==> src/rtl/matmul_job_arbiter.sv <==
`default_nettype none
// ============================================================================
// Module   : matmul_job_arbiter
// Purpose  : Round-robin sharing of one matmul_array engine among NUM_REQ
//            requesters; sequences the engine start/done level handshake.
// Options  : MATMUL_ARB_PERF_EN compiles the saturating perf counters.
// Revision : 1.0 - initial release
// ============================================================================
module matmul_job_arbiter #(
    parameter  int NUM_REQ = 4,
    parameter  int CNT_W   = 32,
    localparam int ID_W    = $clog2(NUM_REQ)
) (
    input  logic               clk,
    input  logic               rst,
    input  logic [NUM_REQ-1:0] req,
    output logic [NUM_REQ-1:0] gnt,
    output logic [NUM_REQ-1:0] job_done,
    output logic               eng_start,
    input  logic               eng_done,
    output logic [ID_W-1:0]    eng_sel,
    output logic               busy,
    output logic               proto_err,
    output logic [CNT_W-1:0]   perf_busy_cycles,
    output logic [CNT_W-1:0]   perf_jobs
);

    typedef enum logic [1:0] {
        S_IDLE    = 2'd0,
        S_RUN     = 2'd1,
        S_DRAIN   = 2'd2,
        S_RELEASE = 2'd3
    } state_t;

    localparam logic [ID_W:0] C_NUM_REQ = (ID_W+1)'(NUM_REQ);

    state_t             state_q, state_d;
    logic [ID_W-1:0]    rr_ptr_q, rr_ptr_d;
    logic [NUM_REQ-1:0] gnt_q, gnt_d;
    logic [NUM_REQ-1:0] job_done_q, job_done_d;
    logic               eng_start_q, eng_start_d;
    logic [ID_W-1:0]    eng_sel_q, eng_sel_d;
    logic               busy_q, busy_d;
    logic               proto_err_q, proto_err_d;

    logic               win_found;
    logic [ID_W-1:0]    win_idx;
    logic [ID_W:0]      scan;
    logic [ID_W:0]      ptr_next;

    // First set request at or above rr_ptr, wrapping past NUM_REQ-1 to 0.
    always_comb begin
        win_found = 1'b0;
        win_idx   = '0;
        scan      = '0;
        for (int i = 0; i < NUM_REQ; i++) begin
            scan = {1'b0, rr_ptr_q} + (ID_W+1)'(i);
            if (scan >= C_NUM_REQ) begin
                scan = scan - C_NUM_REQ;
            end
            if (!win_found && req[scan[ID_W-1:0]]) begin
                win_found = 1'b1;
                win_idx   = scan[ID_W-1:0];
            end
        end
        ptr_next = {1'b0, win_idx} + (ID_W+1)'(1);
        if (ptr_next == C_NUM_REQ) begin
            ptr_next = '0;
        end
    end

    always_comb begin
        state_d     = state_q;
        rr_ptr_d    = rr_ptr_q;
        gnt_d       = gnt_q;
        job_done_d  = '0;
        eng_start_d = eng_start_q;
        eng_sel_d   = eng_sel_q;
        busy_d      = busy_q;
        proto_err_d = proto_err_q;

        case (state_q)
            S_IDLE: begin
                // A done seen while no job is outstanding is stale.
                if (eng_done) begin
                    proto_err_d = 1'b1;
                end
                if (win_found) begin
                    state_d          = S_RUN;
                    gnt_d            = '0;
                    gnt_d[win_idx]   = 1'b1;
                    eng_sel_d        = win_idx;
                    eng_start_d      = 1'b1;
                    busy_d           = 1'b1;
                    rr_ptr_d         = ptr_next[ID_W-1:0];
                end
            end
            S_RUN: begin
                if (eng_done) begin
                    state_d     = S_DRAIN;
                    eng_start_d = 1'b0;
                end
            end
            S_DRAIN: begin
                if (!eng_done) begin
                    state_d    = S_RELEASE;
                    gnt_d      = '0;
                    job_done_d = gnt_q;
                end
            end
            S_RELEASE: begin
                state_d = S_IDLE;
                busy_d  = 1'b0;
            end
            default: begin
                state_d = S_IDLE;
            end
        endcase
    end

    always_ff @(posedge clk) begin
        if (rst) begin
            state_q     <= S_IDLE;
            rr_ptr_q    <= '0;
            gnt_q       <= '0;
            job_done_q  <= '0;
            eng_start_q <= 1'b0;
            eng_sel_q   <= '0;
            busy_q      <= 1'b0;
            proto_err_q <= 1'b0;
        end else begin
            state_q     <= state_d;
            rr_ptr_q    <= rr_ptr_d;
            gnt_q       <= gnt_d;
            job_done_q  <= job_done_d;
            eng_start_q <= eng_start_d;
            eng_sel_q   <= eng_sel_d;
            busy_q      <= busy_d;
            proto_err_q <= proto_err_d;
        end
    end

    assign gnt       = gnt_q;
    assign job_done  = job_done_q;
    assign eng_start = eng_start_q;
    assign eng_sel   = eng_sel_q;
    assign busy      = busy_q;
    assign proto_err = proto_err_q;

`ifdef MATMUL_ARB_PERF_EN
    localparam logic [CNT_W-1:0] C_CNT_ONE = CNT_W'(1);

    logic [CNT_W-1:0] perf_busy_q, perf_busy_d;
    logic [CNT_W-1:0] perf_jobs_q, perf_jobs_d;

    // Both counters stick at all-ones rather than wrapping.
    always_comb begin
        perf_busy_d = perf_busy_q;
        perf_jobs_d = perf_jobs_q;
        if (busy_q && !(&perf_busy_q)) begin
            perf_busy_d = perf_busy_q + C_CNT_ONE;
        end
        if ((state_q == S_RELEASE) && !(&perf_jobs_q)) begin
            perf_jobs_d = perf_jobs_q + C_CNT_ONE;
        end
    end

    always_ff @(posedge clk) begin
        if (rst) begin
            perf_busy_q <= '0;
            perf_jobs_q <= '0;
        end else begin
            perf_busy_q <= perf_busy_d;
            perf_jobs_q <= perf_jobs_d;
        end
    end

    assign perf_busy_cycles = perf_busy_q;
    assign perf_jobs        = perf_jobs_q;
`else
    assign perf_busy_cycles = '0;
    assign perf_jobs        = '0;
`endif

endmodule
`default_nettype wire

==> config.mk <==
export PLATFORM = sky130hd
export DESIGN_NAME = matmul_job_arbiter
export DESIGN_NICKNAME = d
export VERILOG_FILES = /design/src/rtl/matmul_job_arbiter.sv
export SDC_FILE = /design/constraint.sdc
export NUM_CORES = 1
export LEC_CHECK = 0
export BUFFER_PORTS_ARGS = -buffer_cell sky130_fd_sc_hd__buf_2
export CAP_MARGIN = 20
export CORE_MARGIN = 4
export CORE_UTILIZATION = 35
export CTS_CLUSTER_DIAMETER = 120
export DETAILED_ROUTE_END_ITERATION = 10
export PLACE_DENSITY = 0.67
export SKIP_CTS_REPAIR_TIMING = 1
export SYNTH_ARGS = -nofsm -noshare
export SYNTH_HDL_FRONTEND = slang
export SYNTH_SLANG_ARGS = --single-unit
==> constraint.sdc <==
create_clock -name clk -period 1.65 [get_ports clk]
set_input_delay 0 -clock clk [delete_from_list [all_inputs] [get_ports clk]]
set_output_delay 0 -clock clk [all_outputs]
set_load 0.05 [all_outputs]
==> reports/results.txt <==
The number of different library cells used by synthesis comes to 32. The overall routing resource usage was 0.0777. The clock-pin slew on the worst setup and hold paths works out to 0.07 ns.

The largest total area in the synthesized netlist belongs to sky130_fd_sc_hd__buf_4. The worst setup path is captured at a flip-flop. The clock net in this run drives a total of 17 sinks.

The tools report the global-route wire length before repair as 3060 um. During synthesis, Yosys emitted a total of 0 warnings. The share of power burned in combinational logic came out at 0.595. Fill cells in the final layout number 406. Setup total negative slack on the finished layout was measured at 0 ns.

Worst reg2reg path depth: 6. The largest individual stage delay along the critical path comes from the cell sky130_fd_sc_hd__dfxtp_2. The ratio of cells with drive above 1 in the final layout is 0.208. The routed wire length came out at 2160 um.

Synthesis produced 151 cells. The run gives 682 as the via count of the first global-routing pass. The count of final hold-check violations is 0. IR analysis of the VDD net gives a maximum drop of 0.000437 V.

The number of buffers inserted during clock tree synthesis was 3. In this run the core area contains 22 standard-cell rows. The number of pins with negative max-slew slack in the final report is 0, and the flop and latch count out of synthesis is 17. The flop-to-flop setup slack came out at 0.12 ns. The worst path meets setup with 0.117 ns of slack.

For the H-tree depth, the log shows 1. TritonCTS built the clock tree. The number of detailed-routing iterations run before antenna repair is 4.

In the routed layout, each cell is associated on average with a via count of 3.79. The design draws 2.29 mW. The width of the die came out at 69.9 um.

In the synthesized netlist, the cells that appear most often are sky130_fd_sc_hd__buf_4, sky130_fd_sc_hd__dfxtp_1, sky130_fd_sc_hd__nor2_1. The total die area is 0.00489 sq mm. The start point of the critical path is state_q[0]$_SDFFE_PP0P_. Compared with the post-synthesis result, the final layout area differs by -2.05%. The tools report the sequential cell fraction of total power as 0.269. The synthesized netlist occupies a cell area of 0.00134 sq mm. The power per cell area is 1740 mW/mm^2. For the worst setup path, the data required time is 1.79 ns. Counting flops with a built-in enable in the synthesized netlist gives 0. The logs give 0.698 nW for the leakage power and 0.136 for the power share of the clock group.

The internal power of the cells totals 1.07 mW. Before CTS, the worst setup slack after placement is 0.0729 ns. The HPWL after detailed placement is 1770 um.

The sequential share of the synthesized area is 0.254, and the count of final setup violators is 0. Number of placed I/O pins: 84. Yosys attributes the largest share of cell area to sky130_fd_sc_hd__buf_4, sky130_fd_sc_hd__dfxtp_1, sky130_fd_sc_hd__ha_1. Dividing the detail-routed wire length by the instance count gives 9.77 um.

The fraction of power spent switching nets came out at 0.531. Most used standard cell by instance count after synthesis: sky130_fd_sc_hd__buf_4. The tightest min-delay check is of the input port to flip-flop type.

The vias after detailed routing is 837. Measured along the y axis, the die boundary spans 69.9 um. The run gives 0.00369 sq mm as the core box area.

The initial antenna violation count was 0; the post-synthesis average cell area was 8.88 sq um. The final layout contains 189 nets. The cell sitting at the root of the clock tree is a sky130_fd_sc_hd__clkbuf_8. For the worst setup path, the data arrival time is 1.67 ns. Global routing finished with a remaining overflow of 0.

The quantity of I/O buffers inserted on ports works out to 19. The capture point of the worst path is gnt[3]$_SDFFE_PP0P_. The final period utilization was 0.929. The share of synthesized flip-flops with an asynchronous set or reset was 0; the total of max-cap violations was 0.

The detailed router finished its first iteration with 29 violations. The tools report the launching point of the worst reg2reg path as state_q[0]$_SDFFE_PP0P_. The tools report the DRC violation count after routing as 0. Once detail routing completed, the nets flagged for antenna violations numbered 0.

Final critical-path required period: 1.53 ns. The worst setup path is of the flip-flop to flip-flop kind. 0 antenna diodes ended up in the layout.

Derived from the worst setup path, the maximum achievable clock frequency is 0.652 GHz. The run finished with clean final reports. The run gives 0.00298 ns as the final setup skew. Entering global routing, the biggest net connects 17 pins. The analysis attributes to net switching a power of 1.22 mW. Routability-driven placement finished with a final weighted congestion of 0.776.

No sink is reached through more buffers than the 2 on the longest clock path. In the synthesized netlist the dominant register cell turns out to be sky130_fd_sc_hd__dfxtp_1. The initial core utilization is 0.364. The worst setup path is launched from a flip-flop.

Clock latency on the worst-skew pair, taken at its later pin, is 0.25 ns. In this design, the stage delay of the slowest critical-path cell is 0.36 ns. Setup repair after global routing left no endpoint under its margin. The worst register-to-register path ends at gnt[3]$_SDFFE_PP0P_. Final core area utilization: 0.356.

Walking the worst path, the cells encountered are inv_1, ha_1, and2_1, a211o_1, a22oi_1, nor2_1. The top-area cell type share of the netlist area came out at 0.358. The highest fanout seen on the critical path works out to 5.
-- critical path: cells and delay by family, from the launching register on --
| family | cells | cell delay (ns) |
|---|---|---|
| flip-flops | 1 | 0.36 |
| AND/OR/NAND/NOR | 2 | 0.24 |
| adder cells (fa/ha/maj) | 1 | 0.24 |
| AO/OA/AOI/OAI | 2 | 0.52 |
| buffers and inverters | 1 | 0.06 |
-- cells in the final DEF (no fill, tap or decap), drive strengths merged, types with 3 or more instances in the layout --
| master | instances |
|---|---|
| a21oi | 3 |
| nor2b | 3 |
| nor2 | 13 |
| conb | 64 |
| ha | 8 |
| inv | 5 |
| nor3 | 3 |
| a22oi | 4 |
| buf | 21 |
| clkbuf | 3 |
| dfxtp | 17 |
| and2 | 5 |
-- sequential cells by signal, indices dropped and copies added (netlist names) --
name	cells
eng_start	1
gnt	4
rr_ptr_q	2
job_done	4
busy	1
proto_err	1
eng_sel	2
state_q	2
-- power groups by stage --
| stage | Sequential, mW | Clock [mW] | Combinational (mW) |
|---|---|---|---|
| floorplan | 0.862 | 0 | 0.977 |
| global route | 0.637 | 0.343 | 1.48 |
| global placement | 0.623 | 0 | 1.33 |
| CTS | 0.616 | 0.325 | 1.36 |
| finish | 0.617 | 0.312 | 1.36 |
| detailed placement | 0.625 | 0 | 1.35 |
-- stage by stage --
stage / area, sq um / cells / hold WS, ns
6_report: 1310 / 221 / 0.0602
5_1_grt: 1310 / 221 / 0.106
3_5_place_dp: 1260 / 217 / 0.325
4_1_cts: 1310 / 221 / 0.0525
2_1_floorplan: 1580 / 214 / 0.0662
3_3_place_gp: 1260 / 217 / 0.307
-- per-layer routing --
| layer | part of all wire | vias up | track usage |
|---|---|---|---|
| li1 | - | 410 | - |
| met4 | 0 | 0 | 0.0191 |
| met1 | 0.37 | 383 | 0.0894 |
| met2 | 0.52 | 44 | 0.129 |
| met3 | 0.10 | 0 | 0.0374 |
| met5 | 0 | - | 0 |
-- worst min path at each step --
stage / endpoint / slack, ns / cells after the start / from
6_report: proto_err$_SDFFE_PP0P_ / 0.06 / 3 / eng_done
4_1_cts: proto_err$_SDFFE_PP0P_ / 0.05 / 3 / eng_done
3_3_place_gp: proto_err$_SDFFE_PP0P_ / 0.31 / 3 / eng_done
5_1_grt: proto_err$_SDFFE_PP0P_ / 0.11 / 3 / eng_done
2_1_floorplan: rr_ptr_q[0]$_SDFFE_PP0P_ / 0.07 / 1 / rst
3_5_place_dp: proto_err$_SDFFE_PP0P_ / 0.33 / 3 / eng_done
-- layout make-up --
| cell class | count | area (sq um) | area share |
|---|---|---|---|
| multi-input cells | 126 | 737 | 0.561 |
| inverters | 5 | 18.8 | 0.0143 |
| well taps | 48 | 60.1 | 0.0457 |
| clock buffers | 3 | 41.3 | 0.0314 |
| clock inverters | 1 | 5.00 | 0.00381 |
| repair buffers | 21 | 110 | 0.0838 |
| flip-flops and latches | 17 | 342 | 0.260 |
-- cell families (layout without fill, tap and decap cells) --
group           after synthesis  after routing  share of synthesized area
compound gates               18             18                      0.131
fa+ha+maj                     8              8                     0.0746
buf+inv                      71             30                      0.379
flops                        17             17                      0.254
mux                           2              2                     0.0149
other cells                   1             64                    0.00280
simple gates                 34             34                      0.145
(Power assumes the default switching activity.)
